### src/rtl/adc_serial_rx.sv
// adc_serial_rx: serial ADC receiver feeding the IIR biquad datapath.
// Paces conversions at a fixed sample rate, clocks a 16-bit frame out of a
// 12-bit SPI-style ADC, converts the offset-binary code to signed Q(p).(f)
// and strobes `enable` once per completed frame.
//
// Ports:
//   sclk       system clock, rising edge
//   rst        asynchronous active-low reset
//   adc_sdata  ADC serial data in
//   adc_cs_n   ADC chip select (active-low)
//   adc_sck    ADC serial clock, idles high
//   uk         signed Q(p).(f) sample, held between strobes
//   enable     1-cycle strobe, uk new in the same cycle
//   busy       frame in progress
//   fmt_err    1-cycle pulse with enable when a leading frame bit was 1
//   overrun    1-cycle pulse when a sample tick lands while busy
module adc_serial_rx #(
    parameter  int unsigned p             = 8,
    parameter  int unsigned f             = 14,
    parameter  int unsigned ADC_BITS      = 12,
    parameter  int unsigned CLK_DIV       = 4,
    parameter  int unsigned SAMPLE_PERIOD = 500,
    localparam int unsigned Width         = 1 + p + f
) (
    input  logic             sclk,
    input  logic             rst,
    input  logic             adc_sdata,
    output logic             adc_cs_n,
    output logic             adc_sck,
    output logic [Width-1:0] uk,
    output logic             enable,
    output logic             busy,
    output logic             fmt_err,
    output logic             overrun
);

    localparam int unsigned FRAME_BITS = 16;
    localparam int unsigned SHIFT_AMT  = f - (ADC_BITS - 1);
    localparam int unsigned DIV_W      = $clog2(2 * CLK_DIV);
    localparam int unsigned TICK_W     = (SAMPLE_PERIOD > 1) ? $clog2(SAMPLE_PERIOD) : 1;
    localparam int unsigned BIT_W      = 5;

    typedef enum logic [2:0] {
        IDLE,
        START,
        SHIFT,
        DONE,
        QUIET
    } state_t;

    state_t                  state_q, state_d;
    logic [TICK_W-1:0]       tick_q;
    logic                    tick_c;
    logic [DIV_W-1:0]        div_q, div_d;
    logic [BIT_W-1:0]        bit_q, bit_d;
    logic [FRAME_BITS-1:0]   shift_q, shift_d;
    logic                    cs_n_d, sck_d, busy_d, enable_d, fmt_err_d;
    logic [Width-1:0]        uk_d;
    logic signed [ADC_BITS-1:0] samp_c;
    logic signed [Width-1:0] ext_c;

    // Free-running sample-rate counter; tick marks the wrap to zero.
    assign tick_c = (tick_q == TICK_W'(SAMPLE_PERIOD - 1));

    always_ff @(posedge sclk or negedge rst) begin
        if (!rst) begin
            tick_q  <= '0;
            overrun <= 1'b0;
        end else begin
            tick_q  <= tick_c ? '0 : tick_q + TICK_W'(1);
            overrun <= tick_c && (state_q != IDLE);
        end
    end

    // Offset binary to two's complement is an MSB flip, then scale to Q(p).(f).
    always_comb begin
        samp_c = {~shift_q[ADC_BITS-1], shift_q[ADC_BITS-2:0]};
        ext_c  = Width'(samp_c);
    end

    // State and registered outputs.
    always_ff @(posedge sclk or negedge rst) begin
        if (!rst) begin
            state_q  <= IDLE;
            div_q    <= '0;
            bit_q    <= '0;
            shift_q  <= '0;
            adc_cs_n <= 1'b1;
            adc_sck  <= 1'b1;
            busy     <= 1'b0;
            enable   <= 1'b0;
            fmt_err  <= 1'b0;
            uk       <= '0;
        end else begin
            state_q  <= state_d;
            div_q    <= div_d;
            bit_q    <= bit_d;
            shift_q  <= shift_d;
            adc_cs_n <= cs_n_d;
            adc_sck  <= sck_d;
            busy     <= busy_d;
            enable   <= enable_d;
            fmt_err  <= fmt_err_d;
            uk       <= uk_d;
        end
    end

    // Next-state and next-output logic.
    always_comb begin
        state_d   = state_q;
        div_d     = div_q;
        bit_d     = bit_q;
        shift_d   = shift_q;
        cs_n_d    = adc_cs_n;
        sck_d     = adc_sck;
        busy_d    = busy;
        uk_d      = uk;
        enable_d  = 1'b0;
        fmt_err_d = 1'b0;

        unique case (state_q)
            IDLE: begin
                if (tick_c) begin
                    state_d = START;
                    cs_n_d  = 1'b0;
                    busy_d  = 1'b1;
                    div_d   = '0;
                    bit_d   = '0;
                    shift_d = '0;
                end
            end
            START: begin
                if (div_q == DIV_W'(CLK_DIV - 1)) begin
                    state_d = SHIFT;
                    div_d   = '0;
                    sck_d   = 1'b0;
                end else begin
                    div_d = div_q + DIV_W'(1);
                end
            end
            SHIFT: begin
                if (div_q != DIV_W'(CLK_DIV - 1)) begin
                    div_d = div_q + DIV_W'(1);
                end else if (adc_sck && (bit_q == BIT_W'(FRAME_BITS))) begin
                    // High half of the 16th period finished: frame complete.
                    state_d   = DONE;
                    div_d     = '0;
                    cs_n_d    = 1'b1;
                    sck_d     = 1'b1;
                    enable_d  = 1'b1;
                    fmt_err_d = |shift_q[FRAME_BITS-1:ADC_BITS];
                    uk_d      = ext_c <<< SHIFT_AMT;
                end else begin
                    div_d = '0;
                    sck_d = ~adc_sck;
                    // Capture on the cycle where sck goes 0->1.
                    if (!adc_sck) begin
                        shift_d = {shift_q[FRAME_BITS-2:0], adc_sdata};
                        bit_d   = bit_q + BIT_W'(1);
                    end
                end
            end
            DONE: begin
                state_d = QUIET;
                div_d   = '0;
            end
            QUIET: begin
                if (div_q == DIV_W'(2 * CLK_DIV - 1)) begin
                    state_d = IDLE;
                    busy_d  = 1'b0;
                    div_d   = '0;
                end else begin
                    div_d = div_q + DIV_W'(1);
                end
            end
            default: state_d = IDLE;
        endcase
    end

endmodule

### config.mk
export PLATFORM = sky130hd
export DESIGN_NAME = adc_serial_rx
export DESIGN_NICKNAME = d
export VERILOG_FILES = /design/src/rtl/adc_serial_rx.sv
export SDC_FILE = /design/constraint.sdc
export NUM_CORES = 1
export LEC_CHECK = 0
export ABC_AREA = 1
export ABC_CLOCK_PERIOD_IN_PS = 4700
export CELL_PAD_IN_SITES_DETAIL_PLACEMENT = 2
export CELL_PAD_IN_SITES_GLOBAL_PLACEMENT = 2
export CORE_UTILIZATION = 36
export CTS_CLUSTER_SIZE = 28
export DETAILED_ROUTE_END_ITERATION = 8
export PLACE_DENSITY_LB_ADDON = 0.1
export SYNTH_ARGS = -nofsm -noshare
export SYNTH_HDL_FRONTEND = slang
export SYNTH_SLANG_ARGS = --single-unit
### constraint.sdc
create_clock -name sclk -period 4.7 [get_ports sclk]
set_input_delay 0.94 -clock sclk [delete_from_list [all_inputs] [get_ports sclk]]
set_output_delay 0.94 -clock sclk [all_outputs]
set_load 0.03 [all_outputs]
**After elaboration in Yosys (flattened, before gate mapping)**

Cells that the tools add are included.

- Add/subtract/negate cells: 3
- Multiply operators: 0
- Divide/modulo/power cells: 0
- Order comparisons: 0
- Equal/unequal tests: 16
- Shifts and indexed selects: 0
- Multiplexer cells: 39
- Bitwise operators: 3
- Reductions and logical operators: 16

Operator list:

| cell | number |
|---|---|
| 16-bit 2-to-1 mux | 4 |
| 16-bit case mux with 2 select lines | 1 |
| 3-bit case mux with 5 select lines | 2 |
| 3-bit 2-to-1 mux | 9 |
| 5-bit 2-to-1 mux | 4 |
| 1-bit 2-to-1 mux | 14 |
| 2-bit inequality test (second input constant) | 7 |
| 5-bit case mux with 2 select lines | 1 |
| 5-bit AND reduction | 2 |
| 9-bit by 1-bit adder with 9-bit output (second input constant) | 1 |
| 3-bit by 2-bit == test with 1-bit output (second input constant) | 3 |
| 9-bit == test (second input constant) | 1 |
| 9-bit 2-to-1 mux | 1 |
| 3-bit AND reduction | 3 |
| 3-bit == test (second input constant) | 2 |
| 1-bit case mux with 2 select lines | 3 |
| 2-bit nonzero test | 3 |
| 5-bit by 1-bit adder with 5-bit output (second input constant) | 1 |
| 5-bit == test (second input constant) | 1 |
| 5-bit nonzero test | 1 |
| 4-bit AND reduction | 1 |
| 4-bit OR reduction | 1 |
| 3-bit by 1-bit adder with 3-bit output (second input constant) | 1 |
| 3-bit by 1-bit == test with 1-bit output (second input constant) | 1 |
| other kinds (6) | 9 |

- Register bits after elaboration: 54
- Latch bits: 0
- Memory bits (writable): 0
- Bits in read-only memories: 0
- Output and inout bits: 29
- Memories kept: 0

**Logic depth before layout (Yosys ltp)**

- Word-level depth: 5
- Depth in mapped cells: 10
- Mapped depth without buffers: 9

**Worst setup path after synthesis**

OpenSTA, ideal clock, no wires.

- Kind: reg2out
- Start: register uk[14] (netlist name)
- End: output uk[15]
- Arrival time: 848 ps
- Data required time: 3760 ps
- Path slack: 2912 ps
- Cell stages (with the launch flop): 2
- Path buffers: 1
- Path through: dfrtp_1 > buf_4

RTL lines:

| what | RTL line | text |
|---|---|---|
| end: declaration | 30 | `output logic [Width-1:0] uk,` |

**Worst setup path after layout**

- Start: register adc_sck
- End: output adc_sck

RTL lines:

| what | RTL line | text |
|---|---|---|
| start: declaration | 29 | `output logic adc_sck,` |
| start signal: assignment | 100 | `adc_sck <= sck_d;` |

No word-level cell between the ends.

==> qor.yml <==
run_status:
  status: "finished with violations"
  failed_checks: "DRC"
floorplan:
  floorplan.die.height_um: 84.5
  core-area_sq_um: 6460
  io_pins: 32
  chipWidth_um: 84.5
  design.die.area_sq_um: 7140
  rows: 29
  floorplan.initialDensity_pct: 37.9
cts:
  path_clk_slew_ps: 100
  clock_sinks: 54
  cts_max_path_bufs: 2
  hold_buffers: 0
  postCtsSetupBuffers: 0
  clock_insertion_delay_worst_skew_ps: 310
  cts-resized-gates: 0
  tritoncts_clock_tree: "yes"
  cts_max_level: 2
  tritoncts.num_buffers: 5
  clock_tree.root_cell: "sky130_fd_sc_hd__clkbuf_8"
worst_setup_path:
  critical_path_data_required_time_ps: 3760
  critPathMaxFanout: 5
  critPathTopFamily: "buffers and inverters"
  crit_path_max_incr_delay_ps: 680
  worstSetupStartpointType: "flop"
  crit_path_cell_trace: "clkdlybuf4s50_1"
  timing.critical_path.arrival_ps: 1570
  worst_r2r_path_depth: 7
  critical_path.slowest_cell: "sky130_fd_sc_hd__clkdlybuf4s50_1"
  worstSetupPathType: "reg -> out"
  crit_buf_inv: 1
  critical_path_cell_count: 1
  critPathCaptureType: "primary output"
timing:
  period_share_pct: 53.4
  timing_max_transition_violations_final: 0
  final-hold-violation-count: 0
  final.setup_skew_ps: 9.16
  grt_setup_unrepaired: "false"
  setup_viol: 0
  finalSetupTns_ps: 0
  setup_slack_ps: 2190
  timing_worst_slew_pin_value_ps: 695
  final_period_minus_worst_setup_slack_ps: 2510
  fmax_mhz: 398
  timing.slew.headroom_pct: 53.6
layout:
  finalNonFillerCells: 358
  area_occupied_by_multi_input_gates_sq_um: 840
  final-seq-area_sq_um: 1350
  share_of_cells_above_drive_strength_1_pct: 8.90
  final.fill_count: 727
  finish.net_count: 291
  area_delta_synth_final_pct: 16.1
  layout.core_utilization_pct: 44.0
  antenna_cells: 0
  fin_area_sq_um: 2840
global_routing:
  grtUsageMet3_pct: 3.24
  grt_util_all_layers_pct: 16.7
  largest_net_degree_at_the_start_of_global_routing: 55
  global_route_wire_length_before_repair_um: 9420
  most_used_routing_layer: "met2"
  first_global_vias: 1946
  groute.layer.met1.usage_pct: 21.8
  grt_overflow_total: 0
  antenna_found_initial: 0
  fraction_of_met2_tracks_used_by_global_routing_pct: 28.8
synthesis:
  syn_inst: 259
  syn-cell-area_sq_um: 2450
  yosysWarningCount: 0
  yosys_most_used_dff: "sky130_fd_sc_hd__dfrtp_1"
  cell_with_the_most_instances_after_synthesis: "sky130_fd_sc_hd__dfrtp_1"
  synth_seq_cells: 54
  synth_top_cell_by_area: "sky130_fd_sc_hd__dfrtp_1"
  ys_top_cells_by_area: "sky130_fd_sc_hd__dfrtp_1 (53%), sky130_fd_sc_hd__nand2_1 (6.9%), sky130_fd_sc_hd__inv_1 (4.9%)"
  synth_top_cells_by_count: "sky130_fd_sc_hd__dfrtp_1 (52), sky130_fd_sc_hd__nand2_1 (45), sky130_fd_sc_hd__inv_1 (32)"
  yosysUniqueCellTypes: 28
  seq_area_frac_synth_pct: 55.3
  synth-edff-count: 0
  syn-mean-instance-area_sq_um: 9.45
  synth-async-reset-ratio_pct: 100
  synthDominantCellAreaShare_pct: 53.1
detailed_routing:
  wire_per_inst_um: 15.1
  dr.first_iter.drc_count: 52
  dr.pass1.iters: 6
  routed_vias: 1790
  routed_wirelength_um: 5420
  detail_route.drc_violations: 10
  antenna_left: 0
  vias_per_cell: 5.00
pwr:
  p_leak_nw: 1.33
  peakVddDrop_v: 0.000154
  cellPowerDensity_nw_per_um2: 299
place:
  detailed_place_hpwl_um: 3870
  dp_slack_ps: 2440
  placedInstanceArea_sq_um: 2710
  port_buffers: 28
  gp_congestion: 0.726
  placed_cells: 350
worst_hold_path:
  hold_path_depth: 1
  min_path_type: "reg -> reg"
run:
  number_of_maximum_capacitance_violations: 0
-- layout make-up --
| class | instances | area share [%] |
|---|---|---|
| clock inverter | 3 | 2.42 |
| inverter | 35 | 4.67 |
| timing repair buffer | 29 | 9.95 |
| tap | 77 | 3.39 |
| sequential | 54 | 47.6 |
| clock buffer | 5 | 2.42 |
| multi-input combinational | 155 | 29.5 |
-- layout by cell type, fill, tap and decap left out --
| master | synthesis | routed |
|---|---|---|
| sky130_fd_sc_hd__a21oi_1 | 14 | 14 |
| sky130_fd_sc_hd__a31oi_1 | 1 | 1 |
| sky130_fd_sc_hd__buf_2 | 2 | 1 |
| sky130_fd_sc_hd__buf_4 | 13 | 1 |
| sky130_fd_sc_hd__bufinv_16 | 0 | 2 |
| sky130_fd_sc_hd__clkbuf_8 | 0 | 5 |
| sky130_fd_sc_hd__clkdlybuf4s50_1 | 0 | 27 |
| sky130_fd_sc_hd__clkinv_2 | 1 | 1 |
| sky130_fd_sc_hd__clkinv_4 | 0 | 1 |
| sky130_fd_sc_hd__conb_1 | 1 | 3 |
| sky130_fd_sc_hd__dfrtp_1 | 52 | 52 |
| sky130_fd_sc_hd__dfstp_2 | 2 | 2 |
| sky130_fd_sc_hd__ha_1 | 8 | 8 |
| sky130_fd_sc_hd__inv_1 | 32 | 32 |
| sky130_fd_sc_hd__inv_2 | 2 | 2 |
| sky130_fd_sc_hd__nand2_1 | 45 | 45 |
| sky130_fd_sc_hd__nand2_2 | 3 | 3 |
| sky130_fd_sc_hd__nand3_1 | 17 | 17 |
| sky130_fd_sc_hd__nand3_4 | 2 | 2 |
| sky130_fd_sc_hd__nand3b_1 | 1 | 1 |
| sky130_fd_sc_hd__nand4_1 | 1 | 1 |
| sky130_fd_sc_hd__nor2_1 | 11 | 11 |
| sky130_fd_sc_hd__nor2_2 | 4 | 4 |
| sky130_fd_sc_hd__nor2_4 | 1 | 1 |
| sky130_fd_sc_hd__nor3_1 | 2 | 2 |
| sky130_fd_sc_hd__nor4_1 | 1 | 1 |
| sky130_fd_sc_hd__o21ai_0 | 10 | 10 |
| sky130_fd_sc_hd__o21ai_1 | 13 | 13 |
| sky130_fd_sc_hd__o21bai_1 | 1 | 1 |
| sky130_fd_sc_hd__o22ai_1 | 14 | 14 |
| sky130_fd_sc_hd__xor2_1 | 3 | 3 |
-- report_power, final --
group          switching [mW]  internal (mW)
clock network           0.160          0.214
registers                   0          0.464
logic                  0.0122        0.00155
-- routing by layer --
| layer | vias to the layer above | routed length (um) |
|---|---|---|
| met5 | - | 0 |
| met4 | 0 | 55 |
| met3 | 7 | 139 |
| met2 | 22 | 2670 |
| met1 | 896 | 2560 |
| li1 | 865 | - |
-- metrics by stage --
step | total power, mW | hold slack [ps]
2_1_floorplan | 0.479 | 427
3_3_place_gp | 0.488 | 454
3_5_place_dp | 0.488 | 464
4_1_cts | 0.864 | 477
5_1_grt | 0.883 | 515
6_report | 0.851 | 470
-- worst paths after layout --
path / startpoint / to / slack, ps
min: shift_q[11]$_DFFE_PN0P_ / uk[14]$_DFFE_PN0P_ / 470
max: adc_sck$_DFFE_PN1P_ / adc_sck / 2190
max in group asynchronous: rst / state_q[1]$_DFFE_PN0P_ / 3490
min reg2reg: shift_q[11]$_DFFE_PN0P_ / uk[14]$_DFFE_PN0P_ / 470
min in group asynchronous: rst / tick_q[3]$_DFF_PN0_ / 760
max reg2reg: div_q[0]$_DFFE_PN0P_ / shift_q[11]$_DFFE_PN0P_ / 2430
-- cells by family (layout without fill, tap and decap cells) --
family                   after synthesis  after routing  synth area share, %
AND/OR/NAND/NOR                       88             88                 17.0
flip-flops                            54             54                 55.3
adder cells (fa/ha/maj)                8              8                 4.09
XOR/XNOR                               3              3                 1.07
buffers and inverters                 52             72                 10.7
AO/OA/AOI/OAI                         53             53                 11.7
other                                  1              3                0.153
-- sequential cells by signal, summed over array words and instances, names as in the netlist --
register  count
busy          1
div_q         3
adc_sck       1
state_q       3
overrun       1
uk           12
bit_q         5
fmt_err       1
adc_cs_n      1
shift_q      16
tick_q        9
enable        1
(Power assumes the default switching activity.)
